**src/rtl/point_update_scheduler.sv**
```systemverilog
// Point update scheduler: sweeps the shared update_point datapath
// over every mass point once per physics frame and writes back state.
module point_update_scheduler #(
    parameter int NUM_POINTS        = 8,
    parameter int POSITION_SIZE     = 8,
    parameter int VELOCITY_SIZE     = 8,
    parameter int ACCELERATION_SIZE = 8,
    parameter int TIMEOUT           = 255
) (
    input  logic                                  clk_in,
    input  logic                                  rst_in,
    input  logic                                  frame_start_in,
    input  logic [ACCELERATION_SIZE-1:0]          acc_x_in,
    input  logic [ACCELERATION_SIZE-1:0]          acc_y_in,
    input  logic                                  init_we_in,
    input  logic [$clog2(NUM_POINTS)-1:0]         init_idx_in,
    input  logic [POSITION_SIZE-1:0]              init_pos_x_in,
    input  logic [POSITION_SIZE-1:0]              init_pos_y_in,
    input  logic [VELOCITY_SIZE-1:0]              init_vel_x_in,
    input  logic [VELOCITY_SIZE-1:0]              init_vel_y_in,
    input  logic [$clog2(NUM_POINTS)-1:0]         rd_idx_in,
    output logic [POSITION_SIZE-1:0]              rd_pos_x_out,
    output logic [POSITION_SIZE-1:0]              rd_pos_y_out,
    output logic [VELOCITY_SIZE-1:0]              rd_vel_x_out,
    output logic [VELOCITY_SIZE-1:0]              rd_vel_y_out,
    output logic                                  begin_out,
    output logic [POSITION_SIZE-1:0]              pos_x_out,
    output logic [POSITION_SIZE-1:0]              pos_y_out,
    output logic [VELOCITY_SIZE-1:0]              vel_x_out,
    output logic [VELOCITY_SIZE-1:0]              vel_y_out,
    output logic [ACCELERATION_SIZE-1:0]          acc_x_out,
    output logic [ACCELERATION_SIZE-1:0]          acc_y_out,
    input  logic [POSITION_SIZE-1:0]              new_pos_x_in,
    input  logic [POSITION_SIZE-1:0]              new_pos_y_in,
    input  logic [VELOCITY_SIZE-1:0]              new_vel_x_in,
    input  logic [VELOCITY_SIZE-1:0]              new_vel_y_in,
    input  logic                                  result_in,
    output logic                                  busy_out,
    output logic [$clog2(NUM_POINTS)-1:0]         point_idx_out,
    output logic                                  frame_done_out,
    output logic                                  timeout_err_out,
    output logic                                  overrun_out
);

    localparam int IW = $clog2(NUM_POINTS);
    localparam int CW = $clog2(TIMEOUT + 1);
    localparam logic [IW-1:0] LAST = IW'(NUM_POINTS - 1);
    localparam logic [CW-1:0] CNT_END = CW'(TIMEOUT - 1);

    typedef enum logic [2:0] {IDLE, ISSUE, WAIT, WRITE, DONE} state_t;

    state_t state_q, state_d;
    logic [IW-1:0] idx_q, idx_d;
    logic [CW-1:0] cnt_q, cnt_d;
    logic begin_q, begin_d, done_q, done_d, busy_q, busy_d;
    logic tmo_q, tmo_d, terr_q, terr_d, ovr_q, ovr_d;
    logic [POSITION_SIZE-1:0] px_q [NUM_POINTS], px_d [NUM_POINTS];
    logic [POSITION_SIZE-1:0] py_q [NUM_POINTS], py_d [NUM_POINTS];
    logic [VELOCITY_SIZE-1:0] vx_q [NUM_POINTS], vx_d [NUM_POINTS];
    logic [VELOCITY_SIZE-1:0] vy_q [NUM_POINTS], vy_d [NUM_POINTS];
    logic [POSITION_SIZE-1:0] opx_q, opx_d, opy_q, opy_d;
    logic [VELOCITY_SIZE-1:0] ovx_q, ovx_d, ovy_q, ovy_d;
    logic [POSITION_SIZE-1:0] cpx_q, cpx_d, cpy_q, cpy_d;
    logic [VELOCITY_SIZE-1:0] cvx_q, cvx_d, cvy_q, cvy_d;
    logic [ACCELERATION_SIZE-1:0] ax_q, ax_d, ay_q, ay_d;
    logic ld;
    logic [IW-1:0] ld_idx;

    // Next-state: sweep sequencing, register file writes, datapath load
    always_comb begin
        state_d = state_q;
        idx_d = idx_q;
        cnt_d = cnt_q;
        begin_d = 1'b0;
        done_d = 1'b0;
        busy_d = busy_q;
        tmo_d = tmo_q;
        terr_d = terr_q;
        ovr_d = ovr_q;
        px_d = px_q;
        py_d = py_q;
        vx_d = vx_q;
        vy_d = vy_q;
        opx_d = opx_q;
        opy_d = opy_q;
        ovx_d = ovx_q;
        ovy_d = ovy_q;
        cpx_d = cpx_q;
        cpy_d = cpy_q;
        cvx_d = cvx_q;
        cvy_d = cvy_q;
        ax_d = ax_q;
        ay_d = ay_q;
        ld = 1'b0;
        ld_idx = idx_q;
        if (frame_start_in && state_q != IDLE) begin
            ovr_d = 1'b1;
        end
        unique case (state_q)
            IDLE: begin
                if (init_we_in) begin
                    px_d[init_idx_in] = init_pos_x_in;
                    py_d[init_idx_in] = init_pos_y_in;
                    vx_d[init_idx_in] = init_vel_x_in;
                    vy_d[init_idx_in] = init_vel_y_in;
                end
                if (frame_start_in) begin
                    ax_d = acc_x_in;
                    ay_d = acc_y_in;
                    idx_d = '0;
                    state_d = ISSUE;
                    begin_d = 1'b1;
                    busy_d = 1'b1;
                    ld = 1'b1;
                    ld_idx = '0;
                end
            end
            ISSUE: begin
                state_d = WAIT;
                cnt_d = '0;
            end
            WAIT: begin
                cnt_d = cnt_q + 1'b1;
                // first WAIT cycle ignores a result level left from the last point
                if (cnt_q != '0 && result_in) begin
                    cpx_d = new_pos_x_in;
                    cpy_d = new_pos_y_in;
                    cvx_d = new_vel_x_in;
                    cvy_d = new_vel_y_in;
                    tmo_d = 1'b0;
                    state_d = WRITE;
                end else if (cnt_q == CNT_END) begin
                    tmo_d = 1'b1;
                    terr_d = 1'b1;
                    state_d = WRITE;
                end
            end
            WRITE: begin
                if (!tmo_q) begin
                    px_d[idx_q] = cpx_q;
                    py_d[idx_q] = cpy_q;
                    vx_d[idx_q] = cvx_q;
                    vy_d[idx_q] = cvy_q;
                end
                if (idx_q == LAST) begin
                    state_d = DONE;
                    done_d = 1'b1;
                    busy_d = 1'b0;
                end else begin
                    idx_d = idx_q + 1'b1;
                    state_d = ISSUE;
                    begin_d = 1'b1;
                    ld = 1'b1;
                    ld_idx = idx_q + 1'b1;
                end
            end
            DONE: begin
                state_d = IDLE;
            end
            default: begin
                state_d = IDLE;
            end
        endcase
        // read after writes so a same-cycle init write reaches point 0
        if (ld) begin
            opx_d = px_d[ld_idx];
            opy_d = py_d[ld_idx];
            ovx_d = vx_d[ld_idx];
            ovy_d = vy_d[ld_idx];
        end
    end

    // State and register file, cleared asynchronously
    always_ff @(posedge clk_in or negedge rst_in) begin
        if (!rst_in) begin
            state_q <= IDLE;
            idx_q <= '0;
            cnt_q <= '0;
            begin_q <= 1'b0;
            done_q <= 1'b0;
            busy_q <= 1'b0;
            tmo_q <= 1'b0;
            terr_q <= 1'b0;
            ovr_q <= 1'b0;
            for (int i = 0; i < NUM_POINTS; i++) begin
                px_q[i] <= '0;
                py_q[i] <= '0;
                vx_q[i] <= '0;
                vy_q[i] <= '0;
            end
            opx_q <= '0;
            opy_q <= '0;
            ovx_q <= '0;
            ovy_q <= '0;
            cpx_q <= '0;
            cpy_q <= '0;
            cvx_q <= '0;
            cvy_q <= '0;
            ax_q <= '0;
            ay_q <= '0;
        end else begin
            state_q <= state_d;
            idx_q <= idx_d;
            cnt_q <= cnt_d;
            begin_q <= begin_d;
            done_q <= done_d;
            busy_q <= busy_d;
            tmo_q <= tmo_d;
            terr_q <= terr_d;
            ovr_q <= ovr_d;
            px_q <= px_d;
            py_q <= py_d;
            vx_q <= vx_d;
            vy_q <= vy_d;
            opx_q <= opx_d;
            opy_q <= opy_d;
            ovx_q <= ovx_d;
            ovy_q <= ovy_d;
            cpx_q <= cpx_d;
            cpy_q <= cpy_d;
            cvx_q <= cvx_d;
            cvy_q <= cvy_d;
            ax_q <= ax_d;
            ay_q <= ay_d;
        end
    end

    assign rd_pos_x_out = px_q[rd_idx_in];
    assign rd_pos_y_out = py_q[rd_idx_in];
    assign rd_vel_x_out = vx_q[rd_idx_in];
    assign rd_vel_y_out = vy_q[rd_idx_in];
    assign begin_out = begin_q;
    assign pos_x_out = opx_q;
    assign pos_y_out = opy_q;
    assign vel_x_out = ovx_q;
    assign vel_y_out = ovy_q;
    assign acc_x_out = ax_q;
    assign acc_y_out = ay_q;
    assign busy_out = busy_q;
    assign point_idx_out = idx_q;
    assign frame_done_out = done_q;
    assign timeout_err_out = terr_q;
    assign overrun_out = ovr_q;

endmodule

```
**config.mk**
```make
export PLATFORM = sky130hd
export DESIGN_NAME = point_update_scheduler
export DESIGN_NICKNAME = d
export VERILOG_FILES = /design/src/rtl/point_update_scheduler.sv
export SDC_FILE = /design/constraint.sdc
export NUM_CORES = 1
export LEC_CHECK = 0
export CORE_UTILIZATION = 60
export DETAILED_ROUTE_END_ITERATION = 8
export PLACE_DENSITY = 0.84
export SLEW_MARGIN = 15
export SYNTH_ARGS = -nofsm -noshare
export SYNTH_HDL_FRONTEND = slang
export SYNTH_SLANG_ARGS = --single-unit
```
**constraint.sdc**
```tcl
create_clock -name clk_in -period 7.8 [get_ports clk_in]
set_input_delay 2.34 -clock clk_in [delete_from_list [all_inputs] [get_ports clk_in]]
set_output_delay 2.34 -clock clk_in [all_outputs]
set_load 0.1 [all_outputs]
```
* Yosys cells after proc, flatten, opt, wreduce, memory -nomap -nowiden
Cells that the tools add are included.
** Storage, ports and cells
- Input bits :: 91
- Output and inout bits :: 88
- Word-level logic and storage cells :: 155
- Bits in registers :: 356
** Operators by class
- Multiplexer cells :: 67
- Bitwise operators :: 5
- Add/subtract/negate cells :: 2
- Reduce and logical (&&, ||, !) cells :: 16
- Eq/ne operators :: 8
- Order comparisons :: 6
** Operators with widths (count)
- $bwmux W64 :: 8
- $mux W64 :: 8
- $pmux W64 S2 :: 4
- $bmux W8 S3 :: 8
- $mux W8 :: 18
- $demux W8 S3 :: 2
- $mux W3 :: 6
- $ge A4 B4 Y1 const B :: 4
- $not A3 Y4 :: 4
- $pmux W8 S2 :: 1
- $pmux W3 S4 :: 1
- $add A8 B1 Y8 const B :: 1
- $eq A8 B8 Y1 const B :: 1
- $lt A4 B1 Y1 const B :: 2
- $mux W1 :: 8
- $reduce_and A2 Y1 :: 4
- $reduce_bool A8 Y1 :: 1
- $eq A3 B2 Y1 const B :: 2
- $pmux W3 S2 :: 1
- $reduce_and A3 Y1 :: 2
- $reduce_bool A2 Y1 :: 3
- $logic_and A1 B1 Y1 :: 4
- $ne A2 B2 Y1 const B :: 2
- $pmux W1 S2 :: 2
- 7 further kinds :: 7

* Logic depth before layout (Yosys ltp)
Gate-level depths: netlist of run 1.
- Depth in word-level cells :: 11
- Mapped depth :: 11

* Worst setup path before layout of run 1
OpenSTA, ideal clock, no wires.
- Path type :: input -> output
- Start :: in rd_idx_in[1]
- End :: out rd_pos_y_out[5]
- Slack :: 1013 ps
- Data required time :: 5460 ps
- Stages :: 5
- Arrival :: 4447 ps
- Path buffers :: 3
- Path through :: clkbuf_1 > clkbuf_1 > buf_1 > mux4_2 > mux2_2
** Between the ends
- Cells in the longest elaborated chain, start to end :: 4
** RTL lines
- from (decl) :: RTL line 21 : input logic [$clog2(NUM_POINTS)-1:0] rd_idx_in,
- $not A3 Y4 (not written as such) :: RTL line 229 : assign rd_pos_y_out = py_q[rd_idx_in];
- $bmux W8 S3 :: RTL line 229
- $mux W8 (not written as such) (2 in series) :: RTL line 229
- to (decl) :: RTL line 23 : output logic [POSITION_SIZE-1:0] rd_pos_y_out,
Every way passes these cells. The select of a mux whose other input is x is not followed.

* Worst setup path in the final report of run 1
- Start :: in rd_idx_in[0]
- End :: out rd_pos_x_out[2]
** Between the ends
- Cells in the longest elaborated chain, start to end :: 4
** RTL lines
- $not A3 Y4 (not written as such) :: RTL line 228 : assign rd_pos_x_out = px_q[rd_idx_in];
- $bmux W8 S3 :: RTL line 228
- $mux W8 (not written as such) (2 in series) :: RTL line 228
- to (decl) :: RTL line 22 : output logic [POSITION_SIZE-1:0] rd_pos_x_out,
Every way passes these cells. The select of a mux whose other input is x is not followed.

==> flow_summary_export.csv, run 1 <==
group,metric,value,unit
timing,max_freq,150,MHz
yosys,avgSynthCellArea,10.3,um^2
yosys,syn-num-nets,1984,
cts,cts_sinks,356,
timing,setup-violations-final,0,
yosys,synth_top_family_by_area,"compound AO/OA/AOI/OAI gates",
final_layout,fin_nets,2022,
power_and_ir_drop,ir_drop,0.550,mV
placed_design,place_ws,1.16,ns
final_layout,syn2layout_area_growth,16.2,%
timing,maxSlewViolCount,0,
timing,period_share,85.6,%
cts,cts_setup_buffers,0,
setup_path,worstSetupPathType,"primary input to output pin",
floorplanning,ios,179,
floorplanning,die_x,182,um
yosys,synth-async-reset-ratio,100,%
timing,maxSlewHeadroom,17.7,%
routing,drt_pass1_iterations,6,
routing,drt_iter0_drc,3035,
yosys,synthMuxAreaShare,11.7,%
placed_design,dpl_cell_area,0.0212,mm^2
cts,clock_latency,0.55,ns
cts,cts_root_buf,"clkbuf_16",
yosys,synth_seq_cells,356,
power_and_ir_drop,power.density,487,mW/mm^2
yosys,synthAdderAreaFrac,0.258,%
timing,finalHoldViolations,0,
timing,min_period,6.68,ns
yosys,synth-simple-area-share,15.6,%
power_and_ir_drop,p_leak,10.5,nW
worst_hold_path,holdCritPathClass,"flop to flop",
yosys,synth_xor_area_share,0.0903,%
floorplanning,die_h,182,um
timing,worstMarginPinSlew,1.23,ns
global_route,grt_pass1_vias,18400,
setup_path,cp-start-kind,"primary input",
global_route,grt.total_usage,41.9,%
outcome,run_status,"completed",
yosys,seq_area_frac_synth,45.9,%
cts,htreeDepth,2,
cts,clk_path_buf_depth,3,
final_layout,n_fill_cell,2243,
cts,cts_resized,0,
floorplanning,rows,65,
routing,drc,0,
yosys,synth_area,0.0194,mm^2
cts,cts_hold_buf,0,
routing,postRouteAntennaNets,0,
cts,cts_tree,"done",
yosys,yosysWarnings,0,
global_route,grt_first_pass_wirelength,105000,um
placed_design,routabilityCongestion,0.893,
placed_design,io_buffers,178,
setup_path,crit_path_max_fanout,25,
cts,clk_pin_slew,0.06,ns
final_layout,final_area,0.0226,mm^2
routing,vias,18100,
placed_design,dp_cells,2287,
global_route,grt_overflow,0,
floorplanning,initial_core_util,61.2,%
final_layout,finalNonFillerCells,2358,
setup_path,cp_data_arrival_time,4.34,ns
final_layout,final_common_cell,"dfrtp_1",
placed_design,dp_hpwl,38100,um
yosys,synth_cell_type_count,55,
setup_path,endpoint_kind,"output pin",
global_route,grt_max_degree,177,
timing,fin_ws,1.12,ns
yosys,syn_inst,1889,
routing,drt_wl_total,68900,um
final_layout,final_cell_mix,"dfrtp_1, nand2_1, clkdlybuf4s50_1",
setup_path,rr_worst_depth,7,
floorplanning,die-area,0.0331,mm^2
yosys,synth_compound_area_share,19.9,%
timing,setup_tns,0,ns
global_route,antenna_found_initial,2,
timing,finClkSkew,0.0223,ns
final_layout,final_layout_size_suffix_gt1_share,16.1,%
yosys,synth_ff_type,"dfrtp_1",
routing,via_per_inst,7.67,
final_layout,fin_util,71.1,%
timing,rsz0062_at_grt,"false",
floorplanning,core-area,0.0317,mm^2
yosys,synth_edf_count,0,
setup_path,required,5.46,ns
cts,cts-buffers-inserted,40,
flow_run,maxCapViolCount,0,
worst_hold_path,whs_path_depth,2,
routing,wl_per_cell,29.2,um
==> per-layer routing <==
layer | part of all wire, % | global-route usage, % | wire length, um | vias up
met4 | 6.5 | 25.6 | 4480 | 2
li1 | - | - | - | 7185
met3 | 16 | 14.0 | 11000 | 452
met1 | 35 | 54.3 | 23800 | 8631
met5 | 0.032 | 0 | 22 | -
met2 | 43 | 61.0 | 29600 | 1816
==> layout make-up <==
class | count | area, um^2 | area share, %
Multi-Input combinational cell | 1199 | 9350 | 41.4
Sequential cell | 356 | 8910 | 39.5
Timing Repair Buffer | 221 | 2050 | 9.11
Clock buffer | 54 | 1160 | 5.16
Tap cell | 402 | 503 | 2.23
Inverter | 109 | 409 | 1.81
Clock inverter | 16 | 166 | 0.738
Antenna cell | 1 | 2.50 | 0.0111
==> worst paths after layout <==
kind                                    from               to  slack, ns
worst max-delay path            rd_idx_in[0]  rd_pos_x_out[2]       1.12
worst min-delay path            acc_y_out[2]     acc_y_out[2]       0.47
worst max register to register    state_q[0]     pos_x_out[4]       3.33
worst min register to register  acc_y_out[2]     acc_y_out[2]       0.47
max in group asynchronous             rst_in         px_q[38]       4.39
min in group asynchronous             rst_in     pos_x_out[4]       1.88
==> power by group <==
part	leakage (nW)	total [mW]	internal (mW)	switching (mW)
logic	5.30	5.57	1.78	3.80
clock network	0.657	1.94	1.14	0.793
registers	4.53	3.48	2.69	0.790
==> critical path: stages <==
cell and delay [ns]:
buf_4 0.44, buf_4 0.45, mux4_2 0.55, mux2_2 0.30, buf_4 0.24
==> synth_stat cells (31+ instances only) <==
cell type | instances | area (um^2)
dfrtp_1 | 356 | 8910
clkbuf_1 | 194 | 728
nand2_1 | 182 | 683
and3_1 | 136 | 851
a22oi_1 | 123 | 923
inv_1 | 109 | 409
a221o_1 | 104 | 1040
nand3_1 | 83 | 415
nor2_1 | 74 | 278
mux2_2 | 65 | 732
mux4_2 | 64 | 1440
a221oi_1 | 47 | 412
a211o_1 | 41 | 359
a211oi_1 | 33 | 248
a21boi_0 | 31 | 233
o311ai_0 | 31 | 272
==> logic make-up (layout without fill, tap and decap cells) <==
family,Yosys count,count (layout)
AOI/OAI and AO/OA,469,469
xor gates and xnor gates,2,2
adders and majority gates,4,4
buffers and inverters,334,400
DFF,356,356
muxes,138,138
other,0,1
and+or+nand+nor,586,586
==> stage by stage <==
stage | hold slack (ns) | power, mW
final | 0.473 | 11.0
after global routing | 0.501 | 11.3
after CTS | 0.479 | 10.8
after detailed placement | 0.456 | 8.82
after global placement | 0.451 | 8.64
after floorplan | 0.446 | 7.26
==> flip-flops by register name, indices dropped and copies added, names as in the netlist, 64 cells and up <==
| register | flops |
|---|---|
| px_q | 64 |
| py_q | 64 |
| vx_q | 64 |
| vy_q | 64 |
(Power assumes the default switching activity.)
==> run 2, diff against run 1 <==
Settings changed: CTS_CLUSTER_DIAMETER set to 40.
==> run 2 against run 1 <==
Compared with the run above: count of clock-buffer cells in the layout grew 6; critical endpoint unchanged; clock skew shrank 0.012 ns; die area unchanged; first-iteration DRC count increased by 11%; power rose by 5.2%; via count is 0.46% higher.
==> flow_summary_export.csv, run 2 (same netlist as run 1, synthesis figures left out) <==
group,metric,value,unit
outcome,run_status,"completed",
final_layout,fin_nets,2033,
routing,drt_iter0_drc,3372,
placed_design,dpl_cell_area,0.0212,mm^2
routing,vias,18200,
cts,clock_latency,0.57,ns
placed_design,io_buffers,178,
placed_design,dp_hpwl,38100,um
worst_hold_path,holdCritPathClass,"flop to flop",
power_and_ir_drop,p_leak,10.7,nW
floorplanning,die-area,0.0331,mm^2
timing,finalHoldViolations,0,
setup_path,cp-start-kind,"primary input",
timing,fin_ws,1.12,ns
floorplanning,rows,65,
global_route,grt_first_pass_wirelength,106000,um
routing,drt_pass1_iterations,9,
cts,cts_sinks,356,
timing,rsz0062_at_grt,"false",
setup_path,worstSetupPathType,"primary input to output pin",
timing,finClkSkew,0.0102,ns
global_route,antenna_found_initial,3,
placed_design,place_ws,1.16,ns
final_layout,final_layout_size_suffix_gt1_share,17.2,%
cts,cts_hold_buf,0,
global_route,grt.total_usage,41.9,%
routing,postRouteAntennaNets,0,
timing,setup_tns,0,ns
flow_run,maxCapViolCount,0,
cts,cts_tree,"done",
timing,min_period,6.68,ns
timing,maxSlewViolCount,0,
global_route,grt_pass1_vias,18500,
placed_design,routabilityCongestion,0.893,
cts,clk_pin_slew,0.06,ns
setup_path,cp_slowest_cell,"mux4_2",
routing,via_per_inst,7.62,
setup_path,crit_chain,"buf_4 -> buf_4 -> mux4_2 -> mux2_2 -> buf_4",
setup_path,endpoint_kind,"output pin",
final_layout,final_area,0.0231,mm^2
setup_path,cp_slowest_stage_delay,0.56,ns
final_layout,final_cell_mix,"dfrtp_1, nand2_1, clkdlybuf4s50_1",
setup_path,crit_path_max_fanout,25,
final_layout,n_fill_cell,2131,
setup_path,cp_data_arrival_time,4.34,ns
cts,clk_path_buf_depth,3,
power_and_ir_drop,p_sw,5.52,mW
power_and_ir_drop,power.density,501,mW/mm^2
cts,cts_setup_buffers,0,
cts,cts_resized,0,
setup_path,worst_path_most_repeated_cell,"buf_4",
cts,htreeDepth,2,
floorplanning,die_x,182,um
final_layout,final_common_cell,"dfrtp_1",
setup_path,required,5.46,ns
power_and_ir_drop,internal-power,6.04,mW
floorplanning,die_h,182,um
setup_path,cpLargestDelayFamily,"buffers and inverters",
routing,drt_wl_total,69200,um
power_and_ir_drop,p_seq_share,30.1,%
setup_path,crit_buf_inv,3,
floorplanning,core-area,0.0317,mm^2
power_and_ir_drop,power_frac_comb,48.3,%
timing,maxSlewHeadroom,19.8,%
timing,period_share,85.7,%
timing,holdWs,0.476,ns
routing,drc,0,
floorplanning,initial_core_util,61.2,%
timing,setup-violations-final,0,
cts,cts_root_buf,"clkbuf_16",
power_and_ir_drop,ir_drop,0.548,mV
power_and_ir_drop,pwr-share-clk,21.6,%
floorplanning,ios,179,
final_layout,syn2layout_area_growth,18.9,%
timing,max_freq,150,MHz
timing,worstMarginPinSlew,1.20,ns
cts,cts-buffers-inserted,51,
routing,wl_per_cell,29.0,um
global_route,grt_max_degree,177,
global_route,grt_overflow,0,
power_and_ir_drop,p_sw_share,47.8,%
run 2: cell types whose count changed in the layout (fill, tap and decap cells not counted), sizes merged:
cell,previous run,this run
clkbuf,54,60
bufinv,3,8
clkinvlp,3,7
clkinv,10,11
diode,1,4
inv,109,116
run 2: worst reg2reg max path: stages (launching register included):
cell	delay, ns
dfrtp_1	0.90
nor4bb_4	0.40
buf_4	0.90
and2_1	0.50
nor2_2	0.25
buf_4	0.32
a221oi_1	0.39
a211oi_1	0.16
or3_1	0.43
run 2: layout make-up:
type / count / area (um^2) / area share (%)
Timing Repair Buffer: 221 / 2050 / 8.90
Clock inverter: 33 / 434 / 1.88
Antenna cell: 4 / 10.0 / 0.0434
Sequential cell: 356 / 8910 / 38.6
Tap cell: 402 / 503 / 2.18
Inverter: 109 / 409 / 1.77
Multi-Input combinational cell: 1199 / 9350 / 40.5
Clock buffer: 60 / 1410 / 6.12
run 2: routing by layer:
metal,share of wire (%),GRT usage (%),vias to the layer above
met5,0,0,-
met4,6.9,26.7,0
met3,16,13.6,447
met2,43,61.0,1804
met1,34,54.2,8713
li1,-,-,7205
run 2: stage by stage:
step           total power, mW  utilization [%]  cells
6_report                  11.6             72.8   2384
5_1_grt                   11.9             72.8   2382
4_1_cts                   11.4             72.7   2380
3_5_place_dp              8.82             66.9   2287
3_3_place_gp              8.64             66.9   2287
2_1_floorplan             7.26                -   1889
run 2: power groups by stage:
stage	Combinational (mW)	Sequential (mW)	Clock, mW
2_1_floorplan	3.34	3.92	0
6_report	5.58	3.48	2.50
3_3_place_gp	5.24	3.40	0
5_1_grt	5.80	3.53	2.58
3_5_place_dp	5.39	3.43	0
4_1_cts	5.44	3.42	2.50
run 2: worst paths after layout:
check / slack, ns / cells after the start / end / from
setup / recovery: 1.12 / 5 / rd_pos_x_out[2] / rd_idx_in[0]
hold / removal: 0.48 / 2 / acc_y_out[2] / acc_y_out[2]
setup reg to reg: 3.42 / 8 / pos_y_out[6] / state_q[0]
hold reg to reg: 0.48 / 2 / acc_y_out[2] / acc_y_out[2]
max in group asynchronous: 4.30 / 2 / pos_x_out[7] / rst_in
min in group asynchronous: 1.85 / 1 / pos_x_out[4] / rst_in
